===== src/rtl/run_controller.sv =====
// Run sequencer for the core array: arms a run, drives core status, gathers sticky
// done flags, counts RUN cycles, enforces a watchdog and raises end_process after a drain.
// Optional per-core completion timestamps (core_cycles) when RUN_CTRL_PERCORE_CYCLES_EN is defined.
module run_controller #(
    parameter int unsigned     NUM_CORES      = 4,
    parameter int unsigned     CNT_W          = 32,
    parameter longint unsigned TIMEOUT_CYCLES = 100000,
    parameter int unsigned     DRAIN_CYCLES   = 4
) (
    input  logic                       clk,
    input  logic                       rst,
    input  logic                       start,
    input  logic [NUM_CORES-1:0]       core_en,
    input  logic [NUM_CORES-1:0]       core_done,
    output logic [1:0]                 status,
    output logic                       end_process,
    output logic                       timeout,
    output logic [NUM_CORES-1:0]       done_mask,
    output logic [CNT_W-1:0]           cycle_count,
`ifdef RUN_CTRL_PERCORE_CYCLES_EN
    output logic [NUM_CORES*CNT_W-1:0] core_cycles,
`endif
    output logic [2:0]                 state_dbg
);

    typedef enum logic [2:0] {
        S_IDLE  = 3'd0,
        S_ARM   = 3'd1,
        S_RUN   = 3'd2,
        S_DRAIN = 3'd3,
        S_DONE  = 3'd4
    } state_t;

    localparam logic [1:0] ST_HOLD = 2'b00;
    localparam logic [1:0] ST_RUN  = 2'b01;
    localparam logic [1:0] ST_HALT = 2'b10;

    // A limit the counter can never reach (it saturates) leaves the watchdog inert.
    localparam longint unsigned CNT_MAX = (64'd1 << CNT_W) - 64'd1;
    localparam bit WD_EN = (TIMEOUT_CYCLES != 0) && (TIMEOUT_CYCLES <= CNT_MAX);
    localparam logic [31:0] DRAIN_LAST = (DRAIN_CYCLES == 0) ? 32'd0 : 32'(DRAIN_CYCLES - 1);

    state_t               state_q;
    logic [1:0]           status_q;
    logic                 end_q;
    logic                 timeout_q;
    logic [NUM_CORES-1:0] done_mask_q;
    logic [NUM_CORES-1:0] done_mask_d;
    logic [NUM_CORES-1:0] en_q;
    logic [CNT_W-1:0]     cycle_count_q;
    logic [CNT_W-1:0]     cycle_count_d;
    logic [31:0]          drain_cnt_q;
    logic                 all_done;
    logic                 wd_hit;

    // Handshake: start is a one-cycle request honoured only in IDLE or DONE; core_done
    // is level or pulse, qualified by the enable mask latched in ARM and by the RUN state.
    assign done_mask_d   = done_mask_q | (core_done & en_q);
    assign all_done      = (done_mask_d == en_q);
    assign cycle_count_d = (cycle_count_q == '1) ? cycle_count_q : cycle_count_q + 1'b1;
    assign wd_hit        = WD_EN && ((64'(cycle_count_q) + 64'd1) == TIMEOUT_CYCLES);

`ifdef RUN_CTRL_PERCORE_CYCLES_EN
    logic [NUM_CORES*CNT_W-1:0] core_cycles_q;
    logic [NUM_CORES-1:0]       first_done;

    assign first_done  = core_done & en_q & ~done_mask_q;
    assign core_cycles = core_cycles_q;
`endif

    always_ff @(posedge clk) begin
        if (rst) begin
            state_q       <= S_IDLE;
            status_q      <= ST_HOLD;
            end_q         <= 1'b0;
            timeout_q     <= 1'b0;
            done_mask_q   <= '0;
            en_q          <= '0;
            cycle_count_q <= '0;
            drain_cnt_q   <= '0;
`ifdef RUN_CTRL_PERCORE_CYCLES_EN
            core_cycles_q <= '0;
`endif
        end else begin
            unique case (state_q)
                S_IDLE, S_DONE: begin
                    if (start) begin
                        state_q       <= S_ARM;
                        status_q      <= ST_HOLD;
                        end_q         <= 1'b0;
                        timeout_q     <= 1'b0;
                        done_mask_q   <= '0;
                        cycle_count_q <= '0;
`ifdef RUN_CTRL_PERCORE_CYCLES_EN
                        core_cycles_q <= '0;
`endif
                    end
                end
                S_ARM: begin
                    en_q     <= core_en;
                    state_q  <= S_RUN;
                    status_q <= ST_RUN;
                end
                S_RUN: begin
                    done_mask_q   <= done_mask_d;
                    cycle_count_q <= cycle_count_d;
`ifdef RUN_CTRL_PERCORE_CYCLES_EN
                    for (int i = 0; i < NUM_CORES; i++) begin
                        if (first_done[i]) begin
                            core_cycles_q[i*CNT_W +: CNT_W] <= cycle_count_d;
                        end
                    end
`endif
                    // Completion is checked first so a same-cycle tie never reports a timeout.
                    if (all_done) begin
                        state_q     <= S_DRAIN;
                        status_q    <= ST_HALT;
                        drain_cnt_q <= '0;
                    end else if (wd_hit) begin
                        state_q   <= S_DONE;
                        status_q  <= ST_HALT;
                        timeout_q <= 1'b1;
                        end_q     <= 1'b1;
                    end
                end
                S_DRAIN: begin
                    if (drain_cnt_q >= DRAIN_LAST) begin
                        state_q <= S_DONE;
                        end_q   <= 1'b1;
                    end else begin
                        drain_cnt_q <= drain_cnt_q + 32'd1;
                    end
                end
                default: begin
                    state_q  <= S_IDLE;
                    status_q <= ST_HOLD;
                end
            endcase
        end
    end

    assign status      = status_q;
    assign end_process = end_q;
    assign timeout     = timeout_q;
    assign done_mask   = done_mask_q;
    assign cycle_count = cycle_count_q;
    assign state_dbg   = state_q;

endmodule

===== config.mk =====
export PLATFORM = sky130hd
export DESIGN_NAME = run_controller
export DESIGN_NICKNAME = d
export VERILOG_FILES = /design/src/rtl/run_controller.sv
export SDC_FILE = /design/constraint.sdc
export NUM_CORES = 1
export LEC_CHECK = 0
export CORE_MARGIN = 2
export CORE_UTILIZATION = 59
export CTS_CLUSTER_DIAMETER = 100
export CTS_CLUSTER_SIZE = 25
export DETAILED_ROUTE_END_ITERATION = 8
export PLACE_DENSITY_LB_ADDON = 0.25
export SETUP_SLACK_MARGIN = 0.15
export SYNTH_ARGS = -nofsm -noshare
export SYNTH_HDL_FRONTEND = slang
export SYNTH_SLANG_ARGS = --single-unit

===== constraint.sdc =====
create_clock -name clk -period 3.81 [get_ports clk]
set_clock_uncertainty 0.05 [all_clocks]
set_input_delay 0.762 -clock clk [delete_from_list [all_inputs] [get_ports clk]]
set_output_delay 0.762 -clock clk [all_outputs]
set_load 0.05 [all_outputs]

# After elaboration in Yosys (flattened, before gate mapping)
# Index checks and enable logic that the tools add are counted.
[classes]
magnitude_cmp = 1
n_eq_ne = 15
bitwise = 3
reduce_logical = 12
add_sub_neg = 3
n_mux = 23
[op_table]
columns = ["cell", "count"]
rows = [
  ["32-bit 2-to-1 mux", 4],
  ["32-bit one-hot mux with 2 select lines", 2],
  ["32-bit by 1-bit adder with 32-bit output (second input constant)", 2],
  ["32-bit by 1-bit adder with 33-bit output (second input constant)", 1],
  ["33-bit by 17-bit == test with 1-bit output (second input constant)", 1],
  ["32-bit == test (second input constant)", 1],
  ["32-bit by 2-bit greater-or-equal comparator with 1-bit output (second input constant)", 1],
  ["2-bit inequality test (second input constant)", 7],
  ["3-bit 2-to-1 mux", 4],
  ["3-bit one-hot mux with 4 select lines", 1],
  ["3-bit AND reduction", 4],
  ["2-bit one-hot mux with 4 select lines", 1],
  ["4-bit one-hot mux with 2 select lines", 1],
  ["3-bit by 2-bit == test with 1-bit output (second input constant)", 2],
  ["2-bit 2-to-1 mux", 3],
  ["5-bit AND reduction", 1],
  ["4-bit AND", 1],
  ["4-bit == test", 1],
  ["1-bit 2-to-1 mux", 4],
  ["4-bit 2-to-1 mux", 1],
  ["4-bit bitwise OR", 1],
  ["4-bit AND reduction", 1],
  ["2-bit nonzero test", 2],
  ["3-bit by 1-bit == test with 1-bit output (second input constant)", 1],
  ["other kinds (9)", 9],
]
[word_totals]
output_inout_bits = 43
regBits = 79

# Depth between registers and ports, before layout
# Gate-level depths: netlist of run 1.
[depth]
word_depth = 5
ltp_mapped = 10

# Worst setup path after synthesis of run 1
# No wires, ideal clock.
[synth_path]
kind = "register -> register"
start = "reg cycle_count_q[0] (netlist: cycle_count[0])"
end = "reg status_q[0] (netlist: status[0])"
setup_time_ns = 0.116
path_buffers = 0
t_arrival_ns = 2.812
setup_slack_ns = 0.832
stages_incl_launch_ff = 9
synth_period_minus_slack_ns = 2.978
required_time_ns = 3.644
path_cell_list = "dfxtp_1 -> ha_1 -> nand4_2 -> or4_4 -> xnor2_1 -> o211ai_1 -> nor4_2 -> nand4_2 -> a41o_1"
[synth_via]
elab_chain_cells = 4
[synth_lines]
columns = ["item", "line_no", "text"]
rows = [
  ["start, declared", "50", "logic [CNT_W-1:0] cycle_count_q;"],
  ["start signal, assigned", "106", "cycle_count_q <= cycle_count_d;"],
  ["32-bit by 1-bit adder with 33-bit output", "61", "assign wd_hit = WD_EN && ((64'(cycle_count_q) + 64'd1) == TIMEOUT_CYCLES);"],
  ["33-bit by 17-bit == test with 1-bit output", "61", ""],
  ["3-bit inequality test (no source line)", "--", ""],
  ["3-bit AND reduction (no source line)", "--", ""],
  ["end signal, assigned", "74", "status_q <= ST_HOLD;"],
  ["end signal, assigned", "89", "status_q <= ST_HOLD;"],
  ["end signal, assigned", "102", "status_q <= ST_RUN;"],
  ["end, declared", "44", "logic [1:0] status_q;"],
]
# Every way passes these cells.
# A chain may end at the register's enable or synchronous reset.

# Worst setup path after layout of run 1
[layout_path]
start = "reg cycle_count_q[0] (netlist: cycle_count[0])"
end = "reg cycle_count_q[10] (netlist: cycle_count[10])"
[layout_via]
elab_chain_cells = 3
[layout_lines]
columns = ["item", "line_no", "text"]
rows = [
  ["32-bit by 1-bit adder with 32-bit output / 32-bit == test (equally long branches)", "60", "assign cycle_count_d = (cycle_count_q == '1) ? cycle_count_q : cycle_count_q + 1'b1;"],
  ["32-bit 2-to-1 mux / 2-bit inequality test (equally long branches)", "--", ""],
  ["32-bit one-hot mux with 2 select lines / 3-bit AND reduction (equally long branches)", "--", ""],
]
# Parallel ways exist; a longest one is shown, timed or not. The select of a mux whose other input is x is not followed.

==> metrics.txt, run 1 <==
Total GRT Usage=0.2928; Tightest Hold Check Type=reg2reg; RePlAce Congestion=a little under 1; number of failing hold endpoints at the final stage=0; number of vias per cell after detailed routing=6.646; maximum capacitance violations=0; maximum clock rate=320.7 MHz; area of the core=just under 0.007 sq mm; Port Buffers=53; Total Wirelength=10840 um; fraction of the cycle the final worst path needs=0.8184; pin count of the biggest net entering global routing=between 40 and 50; wire length of the first global-routing pass=about 18000 um; antenna violations before repair=0; synthesized area per cell=approximately 8.0 sq um; Synth Flop Type=sky130_fd_sc_hd__dfxtp_1; crit path DAT=3.37 ns; Synthesized Nets=528; Starting Density=0.6063; result of the run=finished, final reports clean; total number of clock tree sinks=79; post-route cell area=0.004848 sq mm; clock tree from TritonCTS=yes; number of buffers added by the clock tree synthesis step=9; vias in the first global route=3855; Std-Cell Rows=30; leak pwr=1.695 nW; top fanout value on the critical path=19; number of ports placed on the die boundary=54; number of synthesized register bits=79; Cells after Synth=514; sequential-to-total area share from yosys stat=0.3861; summed negative setup slack over all endpoints=0 ns; Setup CP Type=reg2reg; total setup buffers inserted after CTS=0; total placed instance area=0.004654 sq mm; number of enable flip-flop cells after synthesis=0; CP Data Required Time=4.06 ns; routed wl met3=roughly 840 um; share of cells above drive strength 1=0.07335; signed area change from the synthesized netlist to the final layout=18.36%; overflow left after global routing=0; final-report max-slew violation count=0; final core utilization=0.7176; maximum clock path buffer count=2; count of antenna-violating nets left after detailed routing=0; mapped cell area=around 0.0041 sq mm; worst slew margin relative to its limit=0.3132; Critical Path End Type=flip-flop; DRT iter0 DRCs=371; via count=approximately 4.2k; power density relative to cell area=337.1 mW/mm^2; length of routed met2 wiring=5128 um; top layer in use=met4; Initial DRT Pass Iterations=5; Skew-Pair Late Insertion Delay=0.37 ns; Final Net Count=around 570; unrepaired setup endpoints after global routing=false; post-cts gate resize count=0; cell chosen for the clock root=sky130_fd_sc_hd__clkbuf_8; Worst-Margin Slew=1.028 ns; worst hold slack across all endpoints=about 0.42 ns; met1 wire length=4641 um; count of endpoints failing setup in the final report=0; per-cell routed wire length=between 15 and 20 um; detailed-route DRC error count=0; hold buffer count at CTS=0; setup slack, reg-to-reg=0.69 ns; area of the die=0.007626 sq mm; chip height=between 80 and 90 um; die boundary width=87.33 um; VDD IR max=~0.00027 V; number of inserted diodes=0; share of async-settable or async-resettable flops after synthesis=0; htree depth=3; clock period minus final worst setup slack=3.118 ns; number of warning messages in the yosys log=0; kind of launch point of the worst setup path=flip-flop; count of unique library cells instantiated by Yosys=56; post-detail-place hpwl=7295 um; post-CTS clock slew at the launch and capture registers of the worst setup and hold paths=roughly 0.1 ns
final timing paths:
kind                         from              end  cells past startpoint
hold reg to reg   drain_cnt_q[13]  drain_cnt_q[13]                      1
hold / removal    drain_cnt_q[13]  drain_cnt_q[13]                      1
setup / recovery   cycle_count[0]  cycle_count[10]                      9
setup reg to reg   cycle_count[0]  cycle_count[10]                      9
critical path: stages (launching register included):
cell                      delay [ns]
sky130_fd_sc_hd__dfxtp_1        0.48
sky130_fd_sc_hd__ha_1           0.33
sky130_fd_sc_hd__nand4_2        0.19
sky130_fd_sc_hd__nor4_2         0.64
sky130_fd_sc_hd__nand4_1        0.29
sky130_fd_sc_hd__a21oi_2        0.42
sky130_fd_sc_hd__buf_4          0.31
sky130_fd_sc_hd__o21ai_0        0.13
sky130_fd_sc_hd__o31a_1         0.13
sky130_fd_sc_hd__nor2_1         0.08
synthesized netlist by cell type, drive strengths merged (2+ instances only):
library cell / count / share of area
and3: 14 / 0.021
dfxtp: 79 / 0.39
a31oi: 12 / 0.018
and2: 28 / 0.043
or2: 4 / 0.0061
or3: 10 / 0.015
nand3b: 6 / 0.011
a41o: 2 / 0.0049
inv: 5 / 0.0046
or4: 7 / 0.015
o211ai: 2 / 0.0037
buf: 7 / 0.0086
o22ai: 2 / 0.0031
nand4b: 3 / 0.0064
nand2: 38 / 0.035
and4: 6 / 0.013
nor3b: 3 / 0.0055
o21a: 6 / 0.011
clkbuf: 24 / 0.022
o2111ai: 2 / 0.0043
mux2i: 5 / 0.012
nor3: 12 / 0.017
xor2: 2 / 0.0043
nor4: 15 / 0.030
xnor2: 5 / 0.011
a211oi: 3 / 0.0055
nand3: 10 / 0.013
nand2b: 6 / 0.0092
a2111oi: 2 / 0.0043
nor2b: 3 / 0.0046
ha: 3 / 0.0092
a311oi: 6 / 0.014
a22o: 2 / 0.0043
a21o: 2 / 0.0037
a32oi: 4 / 0.0086
nand4: 18 / 0.032
o21ai: 32 / 0.039
nor2: 70 / 0.064
a21oi: 45 / 0.056
cells in the final DEF, fill, tap and decap left out, types with 4 or more instances in the layout:
cell                               n
sky130_fd_sc_hd__inv_1             5
sky130_fd_sc_hd__clkbuf_8          9
sky130_fd_sc_hd__and3_1           14
sky130_fd_sc_hd__nand2b_1          6
sky130_fd_sc_hd__nand3b_1          6
sky130_fd_sc_hd__xnor2_1           5
sky130_fd_sc_hd__o21ai_0          32
sky130_fd_sc_hd__nor4_1           12
sky130_fd_sc_hd__or3_1            10
sky130_fd_sc_hd__a311oi_1          5
sky130_fd_sc_hd__nand4_1          15
sky130_fd_sc_hd__and4_1            6
sky130_fd_sc_hd__or4_1             5
sky130_fd_sc_hd__mux2i_1           5
sky130_fd_sc_hd__and2_1           28
sky130_fd_sc_hd__nand3_1           9
sky130_fd_sc_hd__a31oi_1          12
sky130_fd_sc_hd__dfxtp_1          79
sky130_fd_sc_hd__nor2_1           70
sky130_fd_sc_hd__nor3_1           11
sky130_fd_sc_hd__o21a_1            6
sky130_fd_sc_hd__a32oi_1           4
sky130_fd_sc_hd__buf_4             7
sky130_fd_sc_hd__nand2_1          38
sky130_fd_sc_hd__inv_8             4
sky130_fd_sc_hd__or2_2             4
sky130_fd_sc_hd__clkdlybuf4s50_1  53
sky130_fd_sc_hd__a21oi_1          44
report_power, final:
part           switching, mW  leakage, nW  internal [mW]  total, mW
logic                  0.105        0.960         0.0535      0.159
registers             0.0117        0.637          0.834      0.846
clock network          0.370       0.0981          0.259      0.630
layer usage:
| layer | track usage | vias up |
|---|---|---|
| met5 | 0 | - |
| met2 | 0.4731 | 231 |
| met1 | 0.3748 | 2008 |
| li1 | - | 1978 |
| met4 | 0.1105 | 0 |
| met3 | 0.07583 | 30 |
cell type report:
class,instances,area (sq um)
Clock inverter,7,70.07
Sequential cell,79,1582
Clock buffer,9,123.9
Inverter,5,18.77
Timing Repair Buffer,60,583.1
Tap cell,80,100.1
Multi-Input combinational cell,399,2371
Fill cell,539,1908
cell families (layout without fill, tap and decap cells):
| kind of cell | count (synthesis) | in the layout | share of synthesized area |
|---|---|---|---|
| xor gates and xnor gates | 7 | 7 | 0.01497 |
| AOI/OAI and AO/OA | 128 | 128 | 0.1943 |
| muxes | 5 | 5 | 0.01222 |
| DFF | 79 | 79 | 0.3861 |
| and+or+nand+nor | 256 | 256 | 0.3482 |
| adders and majority gates | 3 | 3 | 0.009164 |
| buffers and inverters | 36 | 81 | 0.03513 |
per-stage QoR:
stage                     setup WS (ns)  instances  power [mW]
after floorplan                  0.8320        514      0.9668
after global placement           0.7514        623       1.018
after detailed placement         0.5753        623       1.021
after CTS                        0.7528        639       1.640
after global routing             0.4125        639       1.691
final                            0.6918        639       1.634
sequential cells by signal, summed over array words and instances, names as in the netlist:
name	flops
cycle_count	32
drain_cnt_q	32
done_mask	4
en_q	4
state_dbg	3
status	2
end_process	1
timeout	1
(Power assumes the default switching activity.)
==> run 2: changes to the inputs <==
Settings changed: CORE_UTILIZATION 59 to 50.
Clock period 3.81 ns to 2.6 ns, I/O delays scaled along.
==> metrics.txt, run 2 (synthesis results as in run 1) <==
area of the die=0.008933 sq mm (was 0.007626 sq mm); fillcell total=710 (was 539); Critical Path End Type=flip-flop (unchanged); leak pwr=1.941 nW (was 1.695 nW); number of vias per cell after detailed routing=6.061 (was 6.646); htree depth=3 (unchanged); top layer in use=met4 (unchanged); total number of clock tree sinks=79 (unchanged); number of failing hold endpoints at the final stage=0 (unchanged); Port Buffers=53 (unchanged); Tightest Hold Check Type=reg2reg (unchanged); final-report max-slew violation count=0 (unchanged); crit path DAT=2.67 ns (was 3.37 ns); clock period minus final worst setup slack=2.460 ns (was 3.118 ns); count of endpoints failing setup in the final report=0 (unchanged); result of the run=finished, final reports clean (unchanged); maximum clock rate=406.6 MHz (was 320.7 MHz); vias in the first global route=4002 (was 3855); Setup CP Type=reg2reg (unchanged); Total Wirelength=11690 um (was 10840 um); number of ports placed on the die boundary=54 (unchanged); Starting Density=0.5062 (was 0.6063); routed wl met3=959 um (was 835 um); launch point of the worst reg-to-reg path=cycle_count[2] (was cycle_count[0]); via count=4255 (was 4247); power density relative to cell area=451.6 mW/mm^2 (was 337.1 mW/mm^2); wire length of the first global-routing pass=19330 um (was 17910 um); Finished Layout Cells=702 (was 639); VDD IR max=0.0003844 V (was 0.0002689 V); count of antenna-violating nets left after detailed routing=0 (unchanged); Worst-Margin Slew=1.054 ns (was 1.028 ns); clock tree from TritonCTS=yes (unchanged); leading cell type in the layout, fill and taps excluded=sky130_fd_sc_hd__nor2_1 (was sky130_fd_sc_hd__dfxtp_1); number of buffers added by the clock tree synthesis step=9 (unchanged); worst slew margin relative to its limit=0.2945 (was 0.3132); die boundary width=94.52 um (was 87.33 um); unrepaired setup endpoints after global routing=true (was false); maximum clock path buffer count=2 (unchanged); summed negative setup slack over all endpoints=0 ns (unchanged); length of routed met2 wiring=5363 um (was 5128 um); number of inserted diodes=0 (unchanged); Total GRT Usage=0.2697 (was 0.2928); share of cells above drive strength 1=0.1893 (was 0.07335); CP Data Required Time=2.81 ns (was 4.06 ns); signed area change from the synthesized netlist to the final layout=29.75% (was 18.36%); post-detail-place hpwl=7766 um (was 7295 um); maximum capacitance violations=0 (unchanged); RePlAce Congestion=0.9348 (was 0.9710); cell chosen for the clock root=sky130_fd_sc_hd__clkbuf_8 (unchanged); detailed-route DRC error count=0 (unchanged); Final Net Count=606 (was 568); chip height=94.52 um (was 87.33 um); overflow left after global routing=0 (unchanged); post-CTS clock slew at the launch and capture registers of the worst setup and hold paths=0.10 ns (about the same); area of the core=0.008093 sq mm (was 0.006756 sq mm); commonest non-fill, non-tap cells in the layout=sky130_fd_sc_hd__nor2_1 (70), sky130_fd_sc_hd__dfxtp_1 (54), sky130_fd_sc_hd__clkdlybuf4s50_1 (53), sky130_fd_sc_hd__buf_4 (44), sky130_fd_sc_hd__a21oi_1 (43) (was sky130_fd_sc_hd__dfxtp_1 (79), sky130_fd_sc_hd__nor2_1 (70), sky130_fd_sc_hd__clkdlybuf4s50_1 (53), sky130_fd_sc_hd__a21oi_1 (44), sky130_fd_sc_hd__nand2_1 (38)); kind of launch point of the worst setup path=flip-flop (unchanged); startpoint of the worst setup timing path=cycle_count[2] (was cycle_count[0]); DRT iter0 DRCs=297 (was 371); antenna violations before repair=0 (unchanged); fraction of the cycle the final worst path needs=0.9460 (was 0.8184); pin count of the biggest net entering global routing=48 (unchanged); Skew-Pair Late Insertion Delay=0.37 ns (about the same); top fanout value on the critical path=10 (was 19); total instance count after detailed placement=669 (was 623); Std-Cell Rows=33 (was 30); per-cell routed wire length=16.65 um (was 16.97 um); met1 wire length=5101 um (was 4641 um); critical hold path startpoint=drain_cnt_q[23] (was drain_cnt_q[13]); Initial DRT Pass Iterations=5 (unchanged)
[run 2: changes by cell type in the layout (fill, tap and decap cells not counted), sizes merged]
cell and delta:
buf +38, inv -2, clkinv +2
[run 2: cell type report]
cell class,count,area [sq um],area share
multi-input cells,399,2446,0.4602
flip-flops and latches,79,1648,0.3100
well taps,105,131.4,0.02472
repair buffers,98,872.1,0.1641
clock inverters,7,75.07,0.01412
clock buffers,9,123.9,0.02331
inverters,5,18.77,0.003531
[run 2: metal layers]
layer	track usage	vias up
li1	-	2053
met1	0.3704	1979
met2	0.4131	199
met3	0.04948	24
met4	0.1208	0
met5	0	-
[run 2: repair_timing]
item / CTS / global route
gates cloned: 0 / 0
setup endpoints to repair: 3 / 23
gates resized for setup: 7 / 11
hold endpoints to repair: 0 / 0
setup buffers: 8 / 9
hold buffers: 0 / 0
pin swaps: 11 / 8
[run 2: worst paths after layout]
check	endpoint	slack, ns	cells past startpoint
worst min-delay path	drain_cnt_q[23]	0.42	1
worst min register to register	drain_cnt_q[23]	0.42	1
worst max-delay path	state_dbg[1]	0.14	7
worst max register to register	state_dbg[1]	0.14	7
[run 2: where the power goes]
part	leakage (nW)	internal, mW	total, mW	switching, mW
Clock	0.0985	0.380	0.921	0.541
Combinational	1.19	0.0916	0.254	0.163
Sequential	0.654	1.21	1.23	0.0174
Total	1.94	1.68	2.40	0.721
[run 2: worst max-delay path, stage by stage (launching register included)]
cell and delay (ns):
sky130_fd_sc_hd__dfxtp_4 0.42, sky130_fd_sc_hd__nand3_2 0.16, sky130_fd_sc_hd__or4_4 0.59, sky130_fd_sc_hd__o21ai_2 0.18
sky130_fd_sc_hd__o211ai_1 0.13, sky130_fd_sc_hd__nor4_2 0.37, sky130_fd_sc_hd__nand4_4 0.19, sky130_fd_sc_hd__a31o_2 0.27
[run 2: stage by stage]
stage	worst slack (ns)	utilization	area, sq um	power [mW]	hold WS (ns)
after floorplan	0.1489	-	4169	1.409	0.3802
after global placement	0.06454	0.6067	4910	1.501	0.3919
after detailed placement	0.01934	0.6067	4910	1.504	0.3944
after CTS	0.1594	0.6416	5192	2.410	0.4212
after global routing	0.05859	0.6568	5315	2.490	0.4383
final	0.1405	0.6568	5315	2.401	0.4226
==> run 3: changes to the inputs <==
Settings changed: CORE_UTILIZATION 50 to 55.
Clock period 2.6 ns to 2.45 ns, I/O delays scaled along.
==> metrics.txt, run 3 (synthesis results as in run 1) <==
final core utilization=0.7421 (was 0.6568); summed negative setup slack over all endpoints=-0.7084 ns (was 0 ns); maximum clock path buffer count=2 (unchanged); number of inserted diodes=0 (unchanged); clock period minus final worst setup slack=2.612 ns (was 2.460 ns); chip height=90.30 um (was 94.52 um); VDD IR max=0.0004239 V (was 0.0003844 V); cell chosen for the clock root=sky130_fd_sc_hd__clkbuf_8 (unchanged); leak pwr=1.960 nW (was 1.941 nW); via count=4341 (was 4255); count of antenna-violating nets left after detailed routing=0 (unchanged); crit path DAT=2.85 ns (was 2.67 ns); number of ports placed on the die boundary=54 (unchanged); proportion of power drawn by combinational gates=0.111 (was 0.106); number of failing hold endpoints at the final stage=0 (unchanged); post-CTS clock slew at the launch and capture registers of the worst setup and hold paths=0.08 ns (was 0.10 ns); share of cells above drive strength 1=0.2117 (was 0.1893); unrepaired setup endpoints after global routing=true (unchanged); htree depth=3 (unchanged); Worst path slowest cell=sky130_fd_sc_hd__or4_4 (unchanged); Total GRT Usage=0.2762 (was 0.2697); fraction of the cycle the final worst path needs=1.066 (was 0.9460); kind of launch point of the worst setup path=flip-flop (unchanged); RePlAce Congestion=0.9375 (was 0.9348); area of the core=0.007214 sq mm (was 0.008093 sq mm); number of buffers added by the clock tree synthesis step=9 (unchanged); detailed-route DRC error count=0 (unchanged); hold buffer count at CTS=0 (unchanged); Port Buffers=53 (unchanged); count of buffer and inverter cells on the critical path=1 (was 0); antenna violations before repair=0 (unchanged); final-report max-slew violation count=0 (unchanged); violations in the final reports=negative setup slack; power density relative to cell area=472.1 mW/mm^2 (was 451.6 mW/mm^2); Initial DRT Pass Iterations=8 (was 5); pin count of the biggest net entering global routing=28 (was 48); signed area change from the synthesized netlist to the final layout=30.70% (was 29.75%); post-detail-place hpwl=7779 um (was 7766 um); commonest non-fill, non-tap cells in the layout=sky130_fd_sc_hd__nor2_1 (69), sky130_fd_sc_hd__dfxtp_1 (52), sky130_fd_sc_hd__clkdlybuf4s50_1 (51), sky130_fd_sc_hd__buf_4 (45), sky130_fd_sc_hd__a21oi_1 (42) (was sky130_fd_sc_hd__nor2_1 (70), sky130_fd_sc_hd__dfxtp_1 (54), sky130_fd_sc_hd__clkdlybuf4s50_1 (53), sky130_fd_sc_hd__buf_4 (44), sky130_fd_sc_hd__a21oi_1 (43)); DRT iter0 DRCs=366 (was 297); Worst-Margin Slew=0.6015 ns (was 1.054 ns); internal power=1.800 mW (was 1.679 mW); Setup WS post-layout=-0.1619 ns (was 0.1405 ns); result of the run=finished with violations (was finished, final reports clean); CP Data Required Time=2.69 ns (was 2.81 ns); Setup CP Type=reg2reg (unchanged); slowest cell delay on critical path=0.59 ns (about the same); Starting Density=0.5678 (was 0.5062); Skew-Pair Late Insertion Delay=0.37 ns (about the same); vias in the first global route=3988 (was 4002); Critical Path End Type=flip-flop (unchanged); Sequential Power Share=0.516 (was 0.511); pre-CTS WS=-0.1078 ns (was 0.01934 ns); top fanout value on the critical path=12 (was 10); per-cell routed wire length=16.26 um (was 16.65 um); clock share of power=0.373 (was 0.384); chain of cells forming the critical path=nand4_1, or4_4, o21ai_0, o211ai_1, nor4_2, nand4_2, buf_4, a21oi_2 (was nand3_2, or4_4, o21ai_2, o211ai_1, nor4_2, nand4_4, a31o_2); maximum capacitance violations=0 (unchanged); area of the die=0.008154 sq mm (was 0.008933 sq mm); die boundary width=90.30 um (was 94.52 um); Tightest Hold Check Type=reg2reg (unchanged); leading cell type in the layout, fill and taps excluded=sky130_fd_sc_hd__nor2_1 (unchanged); overflow left after global routing=0 (unchanged); count of endpoints failing setup in the final report=6 (was 0); CP delay by family, top=simple AND/OR/NAND/NOR gates (unchanged); Std-Cell Rows=31 (was 33); worst slew margin relative to its limit=0.5986 (was 0.2945); switching power share of the total=0.2878 (was 0.3005); Total Wirelength=11370 um (was 11690 um); total number of clock tree sinks=79 (unchanged); wire length of the first global-routing pass=18570 um (was 19330 um); clock tree from TritonCTS=yes (unchanged); reported net switching power=0.7274 mW (was 0.7213 mW); Final Net Count=609 (was 606); maximum clock rate=382.9 MHz (was 406.6 MHz); number of vias per cell after detailed routing=6.210 (was 6.061)
-- run 3: changes by cell type in the layout (fill, tap and decap cells not counted), moves of 2 or more --
| cell | change |
|---|---|
| sky130_fd_sc_hd__dfxtp_2 | +5 |
| sky130_fd_sc_hd__nand2_1 | -2 |
| sky130_fd_sc_hd__nor4_2 | +2 |
| sky130_fd_sc_hd__nand2_2 | +2 |
| sky130_fd_sc_hd__dfxtp_1 | -2 |
| sky130_fd_sc_hd__buf_6 | +2 |
| sky130_fd_sc_hd__a311oi_2 | +2 |
| sky130_fd_sc_hd__clkdlybuf4s50_1 | -2 |
| sky130_fd_sc_hd__dfxtp_4 | -3 |
| sky130_fd_sc_hd__inv_8 | -2 |
| sky130_fd_sc_hd__dlygate4sd2_1 | +2 |
| sky130_fd_sc_hd__a311oi_1 | -2 |
-- run 3: power by group through the flow --
stage | clock network (mW) | registers (mW) | logic [mW]
floorplan | 0 | 1.36 | 0.136
global placement | 0 | 1.33 | 0.259
detailed placement | 0 | 1.33 | 0.264
CTS | 0.947 | 1.30 | 0.271
global route | 1.00 | 1.31 | 0.302
finish | 0.943 | 1.30 | 0.281
-- run 3: through the flow --
step,hold slack [ns],instance area [sq um],instances,power [mW]
floorplan,0.3802,4204,514,1.494
global placement,0.3934,5037,678,1.592
detailed placement,0.3982,5037,678,1.597
CTS,0.4111,5283,697,2.522
global route,0.4382,5354,699,2.612
finish,0.4197,5354,699,2.527
-- run 3: cell type report --
cell class                      count  area, sq um
Timing Repair Buffer              101        899.6
Tap cell                           99        123.9
Sequential cell                    79         1643
Inverter                            5        18.77
Fill cell                         552         1861
Clock inverter                      6        51.30
Multi-Input combinational cell    399         2480
Clock buffer                       10        137.6
-- run 3: final timing paths --
kind              startpoint               to  slack, ns  depth (start not counted)
max reg2reg   cycle_count[3]     state_dbg[2]      -0.16                          8
max           cycle_count[3]     state_dbg[2]      -0.16                          8
min reg2reg  drain_cnt_q[23]  drain_cnt_q[23]       0.42                          1
min          drain_cnt_q[23]  drain_cnt_q[23]       0.42                          1
-- run 3: layer usage --
layer  vias up  global-route usage  wire (um)
li1       2053                   -          -
met1      2064              0.3729       5016
met2       196              0.4248       5274
met3        28             0.04174        800
met4         0              0.1526        275
met5         -                   0          0
-- run 3: worst reg2reg max path, stage by stage, from the launching register on --
cell                       delay (ns)
sky130_fd_sc_hd__dfxtp_4         0.43
sky130_fd_sc_hd__nand4_1         0.18
sky130_fd_sc_hd__or4_4           0.59
sky130_fd_sc_hd__o21ai_0         0.22
sky130_fd_sc_hd__o211ai_1        0.14
sky130_fd_sc_hd__nor4_2          0.33
sky130_fd_sc_hd__nand4_2         0.27
sky130_fd_sc_hd__buf_4           0.22
sky130_fd_sc_hd__a21oi_2         0.13
-- run 3: what timing repair did --
action / in CTS / in global routing
setup endpoints to repair: 8 / 66
pin swaps: 3 / 10
resized for setup: 11 / 13
buffers inserted: 3 / 2
cloned: 0 / 0
